<file path="src/rtl/adder_tree_acc_pkg.sv">
// Shared constants and FSM encoding for the adder-tree accumulation stage.
// Optional saturation is selected with the ADDER_ACC_SATURATE_EN macro.
package adder_tree_acc_pkg;

    localparam int NRESULT   = 15;
    localparam int ACC_GUARD = 8;
    localparam int NPASS_W   = 8;

    typedef enum logic [1:0] {
        ST_IDLE = 2'd0,
        ST_ACC  = 2'd1,
        ST_HOLD = 2'd2
    } acc_state_e;

endpackage

</file>
<file path="src/rtl/adder_tree_acc_sat_add.sv">
// Combinational AW-bit signed adder with overflow flag; clamps to the signed
// range when ADDER_ACC_SATURATE_EN is defined, otherwise wraps modulo 2^AW.
module acc_sat_add #(
    parameter int AW = 24
) (
    input  logic signed [AW-1:0] a,
    input  logic signed [AW-1:0] b,
    output logic signed [AW-1:0] sum,
    output logic                 ovf
);

    logic [AW:0] wide;

    // One extra bit exposes signed overflow as a mismatch of the two top bits.
    always_comb begin
        wide = {a[AW-1], a} + {b[AW-1], b};
        ovf  = wide[AW] ^ wide[AW-1];
        sum  = wide[AW-1:0];
`ifdef ADDER_ACC_SATURATE_EN
        if (ovf) begin
            sum = wide[AW] ? {1'b1, {(AW-1){1'b0}}} : {1'b0, {(AW-1){1'b1}}};
        end
`endif
    end

endmodule

</file>
<file path="src/rtl/adder_tree_acc.sv">
// Sums npass consecutive signed adder-tree results and presents the total on a
// valid/ready handshake. Define ADDER_ACC_SATURATE_EN for clamping and o_sat.
module adder_tree_acc
    import adder_tree_acc_pkg::*;
#(
    parameter int RW = NRESULT + 1,
    parameter int AW = RW + ACC_GUARD,
    parameter int NW = NPASS_W
) (
    input  logic                 CLK,
    input  logic                 RST,
    input  logic [NW-1:0]        i_npass,
    input  logic                 i_valid,
    input  logic signed [RW-1:0] i_r,
    output logic                 o_ready,
    output logic                 o_valid,
    input  logic                 i_ready,
    output logic signed [AW-1:0] o_acc,
    output logic                 o_sat
);

    acc_state_e           state;
    logic signed [AW-1:0] acc;
    logic [NW-1:0]        cnt;
    logic [NW-1:0]        npass_q;
    logic [NW-1:0]        npass_eff;
    logic [NW-1:0]        cnt_next;
    logic signed [AW-1:0] ext;
    logic                 ext_ovf;
    logic signed [AW-1:0] add_sum;
    logic                 add_ovf;
    logic                 beat;

    assign o_ready   = RST ? 1'b0 : ((state == ST_HOLD) ? i_ready : 1'b1);
    assign beat      = i_valid && o_ready;
    assign o_valid   = (state == ST_HOLD);
    assign o_acc     = acc;
    assign npass_eff = (i_npass == '0) ? NW'(1) : i_npass;
    assign cnt_next  = cnt + NW'(1);

    // A narrower accumulator than the input needs a range check on the first beat.
    generate
        if (AW >= RW) begin : g_ext_wide
            assign ext     = AW'(i_r);
            assign ext_ovf = 1'b0;
        end else begin : g_ext_narrow
            logic [RW-AW:0] hi;
            assign hi      = i_r[RW-1:AW-1];
            assign ext_ovf = !((&hi) || (~|hi));
`ifdef ADDER_ACC_SATURATE_EN
            assign ext = !ext_ovf ? i_r[AW-1:0]
                       : (i_r[RW-1] ? {1'b1, {(AW-1){1'b0}}} : {1'b0, {(AW-1){1'b1}}});
`else
            assign ext = i_r[AW-1:0];
`endif
        end
    endgenerate

    acc_sat_add #(.AW(AW)) u_add (
        .a   (acc),
        .b   (ext),
        .sum (add_sum),
        .ovf (add_ovf)
    );

    always_ff @(posedge CLK) begin
        if (RST) begin
            state   <= ST_IDLE;
            acc     <= '0;
            cnt     <= '0;
            npass_q <= NW'(1);
        end else begin
            case (state)
                ST_IDLE, ST_HOLD: begin
                    // In HOLD a beat implies i_ready, so the result is consumed in the same cycle.
                    if (beat) begin
                        acc     <= ext;
                        cnt     <= NW'(1);
                        npass_q <= npass_eff;
                        state   <= (npass_eff == NW'(1)) ? ST_HOLD : ST_ACC;
                    end else if (state == ST_HOLD && i_ready) begin
                        state <= ST_IDLE;
                    end
                end
                ST_ACC: begin
                    if (beat) begin
                        acc <= add_sum;
                        cnt <= cnt_next;
                        if (cnt_next == npass_q) begin
                            state <= ST_HOLD;
                        end
                    end
                end
                default: state <= ST_IDLE;
            endcase
        end
    end

`ifdef ADDER_ACC_SATURATE_EN
    logic sat_q;

    always_ff @(posedge CLK) begin
        if (RST) begin
            sat_q <= 1'b0;
        end else if (beat) begin
            sat_q <= (state == ST_ACC) ? (sat_q | add_ovf) : ext_ovf;
        end
    end

    assign o_sat = sat_q;
`else
    logic unused_ovf;
    assign unused_ovf = add_ovf ^ ext_ovf;
    assign o_sat      = 1'b0;
`endif

endmodule

</file>
<file path="config.mk">
export PLATFORM = sky130hd
export DESIGN_NAME = adder_tree_acc
export DESIGN_NICKNAME = d
export VERILOG_FILES = /design/src/rtl/adder_tree_acc_pkg.sv /design/src/rtl/adder_tree_acc_sat_add.sv /design/src/rtl/adder_tree_acc.sv
export SDC_FILE = /design/constraint.sdc
export NUM_CORES = 1
export LEC_CHECK = 0
export ABC_CLOCK_PERIOD_IN_PS = 5600
export BUFFER_PORTS_ARGS = -buffer_cell sky130_fd_sc_hd__buf_2
export CAP_MARGIN = 20
export CELL_PAD_IN_SITES_DETAIL_PLACEMENT = 2
export CELL_PAD_IN_SITES_GLOBAL_PLACEMENT = 2
export CORE_MARGIN = 1
export CORE_UTILIZATION = 35
export DETAILED_ROUTE_END_ITERATION = 7
export PLACE_DENSITY_LB_ADDON = 0.12
export SLEW_MARGIN = 20
export SYNTH_ARGS = -nofsm -noshare
export SYNTH_HDL_FRONTEND = slang
export SYNTH_SLANG_ARGS = --single-unit
</file>
<file path="constraint.sdc">
create_clock -name CLK -period 5.6 [get_ports CLK]
set_input_delay 0.84 -clock CLK [delete_from_list [all_inputs] [get_ports CLK]]
set_output_delay 0.84 -clock CLK [all_outputs]
set_load 0.02 [all_outputs]
</file>
Yosys cells after proc, flatten, opt, wreduce, memory -nomap -nowiden
Cells that the tools add are included.
- $add $sub $neg: 2
- $mul: 0
- div/mod/pow operators: 0
- magnitude comparators: 0
- equality and inequality tests: 8
- shift-type cells: 0
- mux-type cells: 15
- bitwise gates (word level): 0
- reduce and logical (&&, ||, !) cells: 9
- operators with widths (operator ; number):
    $mux 24 ; 2
    $pmux 24 s2 ; 1
    $add 24x16->24 ; 1
    $mux 8 ; 3
    $pmux 8 s2 ; 1
    $mux 2 ; 5
    $add 8x1->8 const B ; 1
    $eq 8x1->1 const B ; 1
    $eq 8x8->1 ; 1
    $logic_not 8->1 ; 1
    $ne 2x2->1 const B ; 3
    $reduce_and 3->1 ; 2
    $pmux 2 s2 ; 1
    $ne 3x3->1 const B ; 1
    $eq 2x1->1 const B ; 1
    $eq 2x2->1 const B ; 1
    $logic_and 1x1->1 ; 2
    $logic_not 2->1 ; 1
    $mux 1 ; 2
    $reduce_and 2->1 ; 1
    $reduce_bool 2->1 ; 1
    $reduce_or 2->1 ; 1
- flip-flop bits (word level): 42
- latch bits: 0
- bits in writable memories: 0
- memory bits (read-only): 0
- output and inout port bits: 27
- memories kept: 0

Longest topological paths before layout
Gate-level depths: netlist of the first run.
- depth after elaboration: 6
- mapped depth: 11

Cells and area by module
From an unflattened synthesis of the first run, not the netlist that was laid out.
- cells, all modules: 409
- area, all modules: 3320.7 um2
- modules (own cells, without submodules) (module ; instances ; cells each ; area an instance (um2)):
    adder_tree_acc ; 1 ; 258 ; 2162.1
    acc_sat_add ; 1 ; 151 ; 1158.6

Least setup slack after synthesis of the first run
No wires, ideal clock.
- path type: input to register
- from: input port i_r[0]
- to: register acc[22] (netlist: o_acc[22])
- library setup time: 130 ps
- arrival: 2809 ps
- data required time: 5470 ps
- path slack: 2661 ps
- cell stages on the path: 11
- buffers on the path: 0
- cell sequence: ha_1 > inv_1 > fa_1 > and2b_2 > o211ai_2 > a21boi_2 > a211oi_2 > o41a_1 > o21ai_2 > xnor2_1 > o22ai_1
- cells in the longest elaborated chain, start to end: 3
- RTL lines (what ; line ; text):
    start, declared ; adder_tree_acc.sv:14 ; input logic signed [RW-1:0] i_r,
    $add 24x16->24 ; adder_tree_acc_sat_add.sv:16 ; wide = {a[AW-1], a} + {b[AW-1], b};
    $mux 24 ; adder_tree_acc.sv:86 ; if (beat) begin
    $pmux 24 s2 ; adder_tree_acc.sv:73 ; case (state)
    end signal, assigned ; adder_tree_acc.sv:77 ; acc <= ext;
    end signal, assigned ; adder_tree_acc.sv:87 ; acc <= add_sum;
    end, declared ; adder_tree_acc.sv:23 ; logic signed [AW-1:0] acc;
No other way between the ends. The select of a mux whose other input is x is not followed.
A chain may end at the register's enable or synchronous reset.

Worst setup path after layout of the first run
- from: input port RST
- to: register cnt[5]
- cells in the longest elaborated chain, start to end: 4
- RTL lines (what ; line ; text):
    start, declared ; adder_tree_acc.sv:11 ; input logic RST,
    $mux 1 ; adder_tree_acc.sv:34 ; assign o_ready = RST ? 1'b0 : ((state == ST_HOLD) ? i_ready : 1'b1);
    $logic_and 1x1->1 ; adder_tree_acc.sv:35 ; assign beat = i_valid && o_ready;
    $ne 2x2->1 (no source line) ; - ;
    $reduce_and 3->1 (no source line) ; - ;
    end signal, assigned ; adder_tree_acc.sv:88 ; cnt <= cnt_next;
    end, declared ; adder_tree_acc.sv:24 ; logic [NW-1:0] cnt;
Several ways; a longest one is shown, not always the timed one.

==> results of run 1 <==
## worst register-to-register path, delay by kind of cell, from the launching register on
family          cells  cell delay (ns)
xor+xnor            1             0.13
flops               1             0.36
simple gates        1             0.25
fa+ha+maj           2             0.56
compound gates      6             1.22
buf+inv             1             0.06
## metal layers
| metal | GRT usage | wire (µm) | up-vias |
|---|---|---|---|
| li1 | - | - | 1514 |
| met1 | 0.2742 | 4464 | 1512 |
| met2 | 0.4007 | 4845 | 31 |
| met3 | 0.03081 | 209 | 9 |
| met4 | 0.06592 | 112 | 0 |
| met5 | 0 | 0 | - |
## report_power, final
group | internal [mW] | switching, mW
clock network | 0.0882 | 0.116
registers | 0.320 | 0.0195
logic | 0.126 | 0.195
## layout by cell type, fill, tap and decap left out, types with 2 or more instances in the layout
| master | count |
|---|---|
| a21oi_1 | 43 |
| o31a_1 | 2 |
| nor3_1 | 12 |
| o21ai_0 | 12 |
| o22ai_1 | 8 |
| nand3_1 | 8 |
| ha_1 | 24 |
| xor2_1 | 11 |
| nand2b_1 | 3 |
| xnor2_1 | 19 |
| buf_2 | 53 |
| a211oi_1 | 4 |
| nor2_1 | 41 |
| and2_1 | 5 |
| a21o_1 | 6 |
| o21ai_2 | 3 |
| inv_1 | 5 |
| nor2b_1 | 8 |
| and3_1 | 4 |
| a311oi_1 | 11 |
| nand2_1 | 49 |
| nand4_1 | 4 |
| buf_4 | 4 |
| o21a_1 | 2 |
| o21ai_1 | 2 |
| clkbuf_8 | 5 |
| a221oi_1 | 3 |
| dfxtp_1 | 42 |
| or3_1 | 4 |
| nor4_1 | 4 |
| a21oi_2 | 3 |
## layout make-up
class                      instances  share of cell area
timing repair buffer              57             0.08345
inverter                           5            0.005304
clock inverter                     2            0.003890
tap                              105             0.03713
clock buffer                       6             0.02051
sequential                        42              0.2376
multi-input combinational        326              0.6121
## synth_stat cells (5+ instances only)
cell      number
nand2_1       49
a21oi_1       43
dfxtp_1       42
nor2_1        41
ha_1          24
xnor2_1       19
nor3_1        13
o21ai_0       12
a311oi_1      11
xor2_1        11
clkbuf_1       9
nand3_1        8
nor2b_1        8
o22ai_1        8
buf_2          7
a21o_1         6
and2_1         5
inv_1          5
## how the worst min path moves through the flow
stage / start / end / slack (ns) / cells past startpoint
global route: npass_q[1] / npass_q[1] / 0.51 / 2
detailed placement: npass_q[1] / npass_q[1] / 0.47 / 2
floorplan: npass_q[1] / npass_q[1] / 0.45 / 2
global placement: npass_q[1] / npass_q[1] / 0.46 / 2
finish: npass_q[1] / npass_q[1] / 0.48 / 2
CTS: npass_q[1] / npass_q[1] / 0.48 / 2
## state kept, by name, summed over array words and instances (netlist names)
| register | count |
|---|---|
| cnt | 8 |
| o_acc | 24 |
| npass_q | 8 |
| state | 2 |
## cells by family (layout without fill, tap and decap cells)
family / count (synthesis) / in the layout / synth area share
AO/OA/AOI/OAI: 116 / 116 / 0.2687
XOR/XNOR: 30 / 30 / 0.08461
adder cells (fa/ha/maj): 25 / 25 / 0.1031
buffers and inverters: 24 / 70 / 0.03344
flip-flops: 42 / 42 / 0.2708
multiplexers: 1 / 1 / 0.003223
other: 1 / 1 / 0.001208
AND/OR/NAND/NOR: 153 / 153 / 0.2349
## per-stage QoR
stage | std cells | instance area (µm²) | total power [mW] | hold slack, ns
5_1_grt | 543 | 3538 | 0.9264 | 0.5078
3_3_place_gp | 535 | 3447 | 0.6545 | 0.4576
6_report | 543 | 3538 | 0.8649 | 0.4823
4_1_cts | 543 | 3533 | 0.8796 | 0.4838
2_1_floorplan | 392 | 3105 | 0.5751 | 0.4481
3_5_place_dp | 535 | 3447 | 0.6686 | 0.4708
==> flow_summary.yaml, run 1 <==
sta:
  setup_tns_ns: 0
  hold_violations: 0
  skew_ns: 0.005051
  worstMarginPinSlew_ns: 0.8085
  relSlewSlack: 0.4610
  max_freq_ghz: 0.3267
  fin_ws_ns: 2.539
  setup_viol_count_final: 0
  rsz0062_at_grt: "false"
  min_period_over_period: 0.5466
  fin_crit_ns: 3.061
  final_max_slew_viol_count: 0
floorplanning:
  dieArea_um2: 9253
  initial_core_util: 0.3705
  io_pins: 55
  fp.coreArea_um2: 8382
  die_y_um: 96.20
  die_x_um: 96.20
  rows: 33
synthesis:
  synth_cells: 392
  synth_top_area_cell: "dfxtp_1"
  syn_area_per_cell_um2: 7.922
  ys.flop_type: "dfxtp_1"
  synthArstFlopShare: 0
  synth.area.top_cells: "dfxtp_1 27%, ha_1 9.7%, a21oi_1 6.9%, nand2_1 5.9%, xnor2_1 5.4%"
  synth.distinct_cells: 63
  synth_area_um2: 3105
  synth-seq-cells: 42
  synth_nets: 445
  synth_edf_count: 0
  synth_seq_area_share: 0.2707
  yosys_warnings: 0
  yosysTopAreaCellShare: 0.2707
setup_path:
  r2r_cells: 11
  timing.rr.start: "o_acc[0]"
  worstPathMaxFanout: 42
  ff2ff_setup_slack_ns: 2.87
  worstSetupPathType: "in2reg"
  cpMaxStageDelayCell: "or3_1"
  critPathLaunchType: "input pin"
  path_cells: "buf_2 > nand2b_4 > or3_1 > o21ai_2 > buf_4 > nand2_1 > nor4_1 > a21oi_1 > nor2_1"
  endpoint: "cnt[5]"
  cp_num_buf_inv: 2
  crit_path_end_kind: "register"
  arrival_ns: 3.31
  rr_endpoint: "o_acc[22]"
  slowest_delay_ns: 0.48
  crit_start: "RST"
  required_ns: 5.85
  critPathTopFamily: "simple AND/OR/NAND/NOR gates"
  cp.depth: 9
grt:
  grt_pass1_vias: 3240
  track_usage: 0.2232
  grt_antenna_before_repair: 0
  overflow: 0
  grt_pass1_wl_mm: 15.80
  grt_max_degree: 43
final_layout:
  seqCellArea_um2: 840.8
  nets: 490
  fin_util: 0.4222
  antenna_cells: 0
  fillers: 1004
  drive_gt1_frac: 0.1986
  multi_input_area_um2: 2166
  area_delta_synth_final_pct: 13.94
clocking:
  cts_max_level: 2
  cts_setup_buffers: 0
  worstSkewPairLatency_ns: 0.31
  clk_pin_slew_ns: 0.09
  cts-buffers-inserted: 5
  cts_resized: 0
  cts_sinks: 42
  cts.path.max_buffers: 2
  hold_buffers: 0
  root_buffer: "clkbuf_8"
  cts_tree: "built"
routing:
  drt_iter0_markers: 99
  dr.pass1.iters: 4
  routed_via_density: 5.646
  drt_drc_violations_left: 0
  ant_nets: 0
  wl_mm: 9.631
  route.detailed.wl_per_inst_um: 17.74
  vias: 3066
power_and_ir_drop:
  leakagePower_nw: 1.525
  irDropWorstVdd_mv: 0.09119
  power_per_cell_area_nw_per_um2: 244.4
placed_design:
  globalplace.congestion: 0.8070
  pre_cts_slack_ns: 1.902
  dp_hpwl_mm: 7.524
  io_buffers: 53
run_status:
  outcome: "finished clean"
worst_hold_path:
  hold_class: "reg2reg"
job:
  maxCapViolations: 0
Note: power is estimated with default switching activity, not from simulation.
==> inputs of run 2 (changes only) <==
--- a/config.mk
+++ b/config.mk
@@ -5,13 +5,14 @@
 export SDC_FILE = /design/constraint.sdc
 export NUM_CORES = 1
 export LEC_CHECK = 0
-export ABC_CLOCK_PERIOD_IN_PS = 5600
+export ABC_AREA = 1
+export ABC_CLOCK_PERIOD_IN_PS = 2900
 export BUFFER_PORTS_ARGS = -buffer_cell sky130_fd_sc_hd__buf_2
 export CAP_MARGIN = 20
 export CELL_PAD_IN_SITES_DETAIL_PLACEMENT = 2
 export CELL_PAD_IN_SITES_GLOBAL_PLACEMENT = 2
 export CORE_MARGIN = 1
-export CORE_UTILIZATION = 35
+export CORE_UTILIZATION = 30
 export DETAILED_ROUTE_END_ITERATION = 7
 export PLACE_DENSITY_LB_ADDON = 0.12
 export SLEW_MARGIN = 20
==> constraint.sdc (replaced) <==
create_clock -name CLK -period 2.9 [get_ports CLK]
set_input_delay 0.435 -clock CLK [delete_from_list [all_inputs] [get_ports CLK]]
set_output_delay 0.435 -clock CLK [all_outputs]
set_load 0.02 [all_outputs]
==> run 2 against run 1 <==
Wire length rose by 53%. Synthesized cell count up 71%. Non-clock buffer count did not move. Setup slack got worse by 1.9 ns. Flip-flop and latch count unchanged. Clock-buffer cell count unchanged.
==> flow_summary.yaml, run 2 <==
synthesis:
  synthArstFlopShare: 0
  yosys_warnings: 0
  synth_nets: 724
  synth_cells: 671
  ys.flop_type: "dfxtp_1"
  synth_top_area_cell: "nand2_1"
  yosysTopAreaCellShare: 0.2213
  syn_area_per_cell_um2: 5.790
  synth_edf_count: 0
  synth.distinct_cells: 42
  yosysMostFrequentCell: "nand2_1"
  synth_area_um2: 3885
  synth.area.top_cells: "nand2_1 22%, dfxtp_1 22%, inv_1 11%, ha_1 7.7%, nand3_1 7.3%"
  synth_common_cells: "229 x nand2_1, 116 x inv_1, 57 x nand3_1, 55 x a21oi_1, 55 x nor2_1"
  synth-seq-cells: 42
  synth_seq_area_share: 0.2164
grt:
  use_met3: 0.03556
  grtUsageMet2: 0.4119
  grt_max_degree: 26
  overflow: 0
  busiest_layer: "met2"
  grtUsageMet1: 0.2991
  track_usage: 0.2333
  grt_pass1_wl_mm: 23.69
  grt_antenna_before_repair: 0
  grt_pass1_vias: 4663
final_layout:
  nets: 772
  antenna_cells: 0
  stdcell_area_um2: 4434
  final_common_cell: "nand2_1"
  largest_reg_flops: 24
  drive_gt1_frac: 0.1208
  mostFrequentLayoutCells: "229 x nand2_1, 116 x inv_1, 57 x nand3_1"
  area_delta_synth_final_pct: 14.14
  fin_cells: 892
sta:
  worstMarginPinSlew_ns: 0.5850
  relSlewSlack: 0.6085
  max_freq_ghz: 0.4456
  skew_ns: 0.006326
  setup_tns_ns: 0
  min_period_over_period: 0.7738
  fin_crit_ns: 2.244
  setup_viol_count_final: 0
  final_max_slew_viol_count: 0
  rsz0062_at_grt: "false"
  fin_ws_ns: 0.6560
  hold_violations: 0
routing:
  dr.pass1.iters: 4
  drt_drc_violations_left: 0
  route.detailed.wl_per_inst_um: 16.49
  vias: 4339
  wl_mm: 14.71
  drt_iter0_markers: 104
  ant_nets: 0
  routed_via_density: 4.864
placed_design:
  io_buffers: 53
  dp_hpwl_mm: 11.72
  placed_area_um2: 4268
  place_inst: 884
  globalplace.congestion: 0.7800
  pre_cts_slack_ns: 0.4935
clocking:
  cts_sinks: 42
  cts-buffers-inserted: 5
  cts_tree: "built"
  hold_buffers: 0
  cts_setup_buffers: 0
  worstSkewPairLatency_ns: 0.31
  root_buffer: "clkbuf_16"
  clk_pin_slew_ns: 0.07
  cts_resized: 0
  cts.path.max_buffers: 2
  cts_max_level: 2
floorplanning:
  die_x_um: 115.8
  rows: 41
  die_y_um: 115.8
  io_pins: 55
  initial_core_util: 0.3079
  fp.coreArea_um2: 12620
  dieArea_um2: 13410
setup_path:
  worstSetupPathType: "reg2reg"
  cpMaxStageDelayCell: "fa_1"
  crit_path_end_kind: "register"
  timing.rr.start: "o_acc[0]"
  critPathLaunchType: "register"
  worstPathMaxFanout: 3
  rr_endpoint: "o_acc[16]"
  ff2ff_setup_slack_ns: 0.66
  slowest_delay_ns: 0.38
  required_ns: 3.15
  path_cells: "ha_1 > inv_1 > fa_1 > nor2_1 > nor2_1 > o21bai_1 > nand2_1 > nand3_1 > nand3_1 > a21oi_1"
  r2r_cells: 10
  arrival_ns: 2.49
power_and_ir_drop:
  total_power_mw: 1.988
  irDropWorstVdd_mv: 0.1972
  leakagePower_nw: 2.372
  power_per_cell_area_nw_per_um2: 448.3
run_status:
  outcome: "finished clean"
worst_hold_path:
  hold-path-endpoint: "npass_q[0]"
  hold_class: "in2reg"
  whs_path_depth: 3
  min-delay-start: "i_npass[0]"
job:
  maxCapViolations: 0
run 2: kinds of logic after synthesis:
logic type | count (synthesis) | share of synthesized area
AND/OR/NAND/NOR | 367 | 0.3974
AO/OA/AOI/OAI | 90 | 0.1308
buffers and inverters | 138 | 0.1539
flip-flops | 42 | 0.2164
adder cells (fa/ha/maj) | 25 | 0.08245
other | 1 | 0.0009653
XOR/XNOR | 8 | 0.01803
run 2: area by class of cell:
type,instances,area [µm²]
inverters,122,470.5
fillers,1655,8185
well taps,172,215.2
clock inverters,2,37.54
repair buffers,57,295.3
flip-flops and latches,42,840.8
clock buffers,6,128.9
multi-input cells,491,2446
run 2: layer usage:
layer | vias to the layer above | part of all wire
met1 | 2095 | 0.48
met4 | 0 | 0.0080
li1 | 2195 | -
met2 | 41 | 0.49
met5 | - | 0
met3 | 8 | 0.021
run 2: power breakdown:
group | internal, mW | total, mW | leakage (nW) | switching (mW)
combinational | 0.207 | 0.638 | 1.95 | 0.431
clock | 0.408 | 0.698 | 0.0771 | 0.290
sequential | 0.616 | 0.652 | 0.344 | 0.0366
run 2: worst max-delay path: cells and delay by family, from the launching register on:
family / cells / cell delay [ns]
AO/OA/AOI/OAI: 2 / 0.50
adder cells (fa/ha/maj): 2 / 0.64
buffers and inverters: 1 / 0.08
flip-flops: 1 / 0.37
AND/OR/NAND/NOR: 5 / 0.60
run 2: how the worst max path moves through the flow:
stage / endpoint / startpoint / slack [ns] / cells after the start
after global placement: o_acc[16] / i_r[0] / 0.50 / 12
final: o_acc[16] / o_acc[0] / 0.66 / 10
after CTS: o_acc[16] / o_acc[0] / 0.65 / 10
after floorplan: o_acc[16] / o_acc[0] / 1.02 / 11
after global routing: o_acc[16] / o_acc[0] / 0.45 / 11
after detailed placement: o_acc[14] / i_r[0] / 0.49 / 14
run 2: through the flow:
step,hold slack (ns),utilization
final,0.3524,0.3514
after global routing,0.3496,0.3514
after CTS,0.3383,0.3514
after detailed placement,0.4662,0.3382
after global placement,0.4577,0.3382
after floorplan,0.4439,-
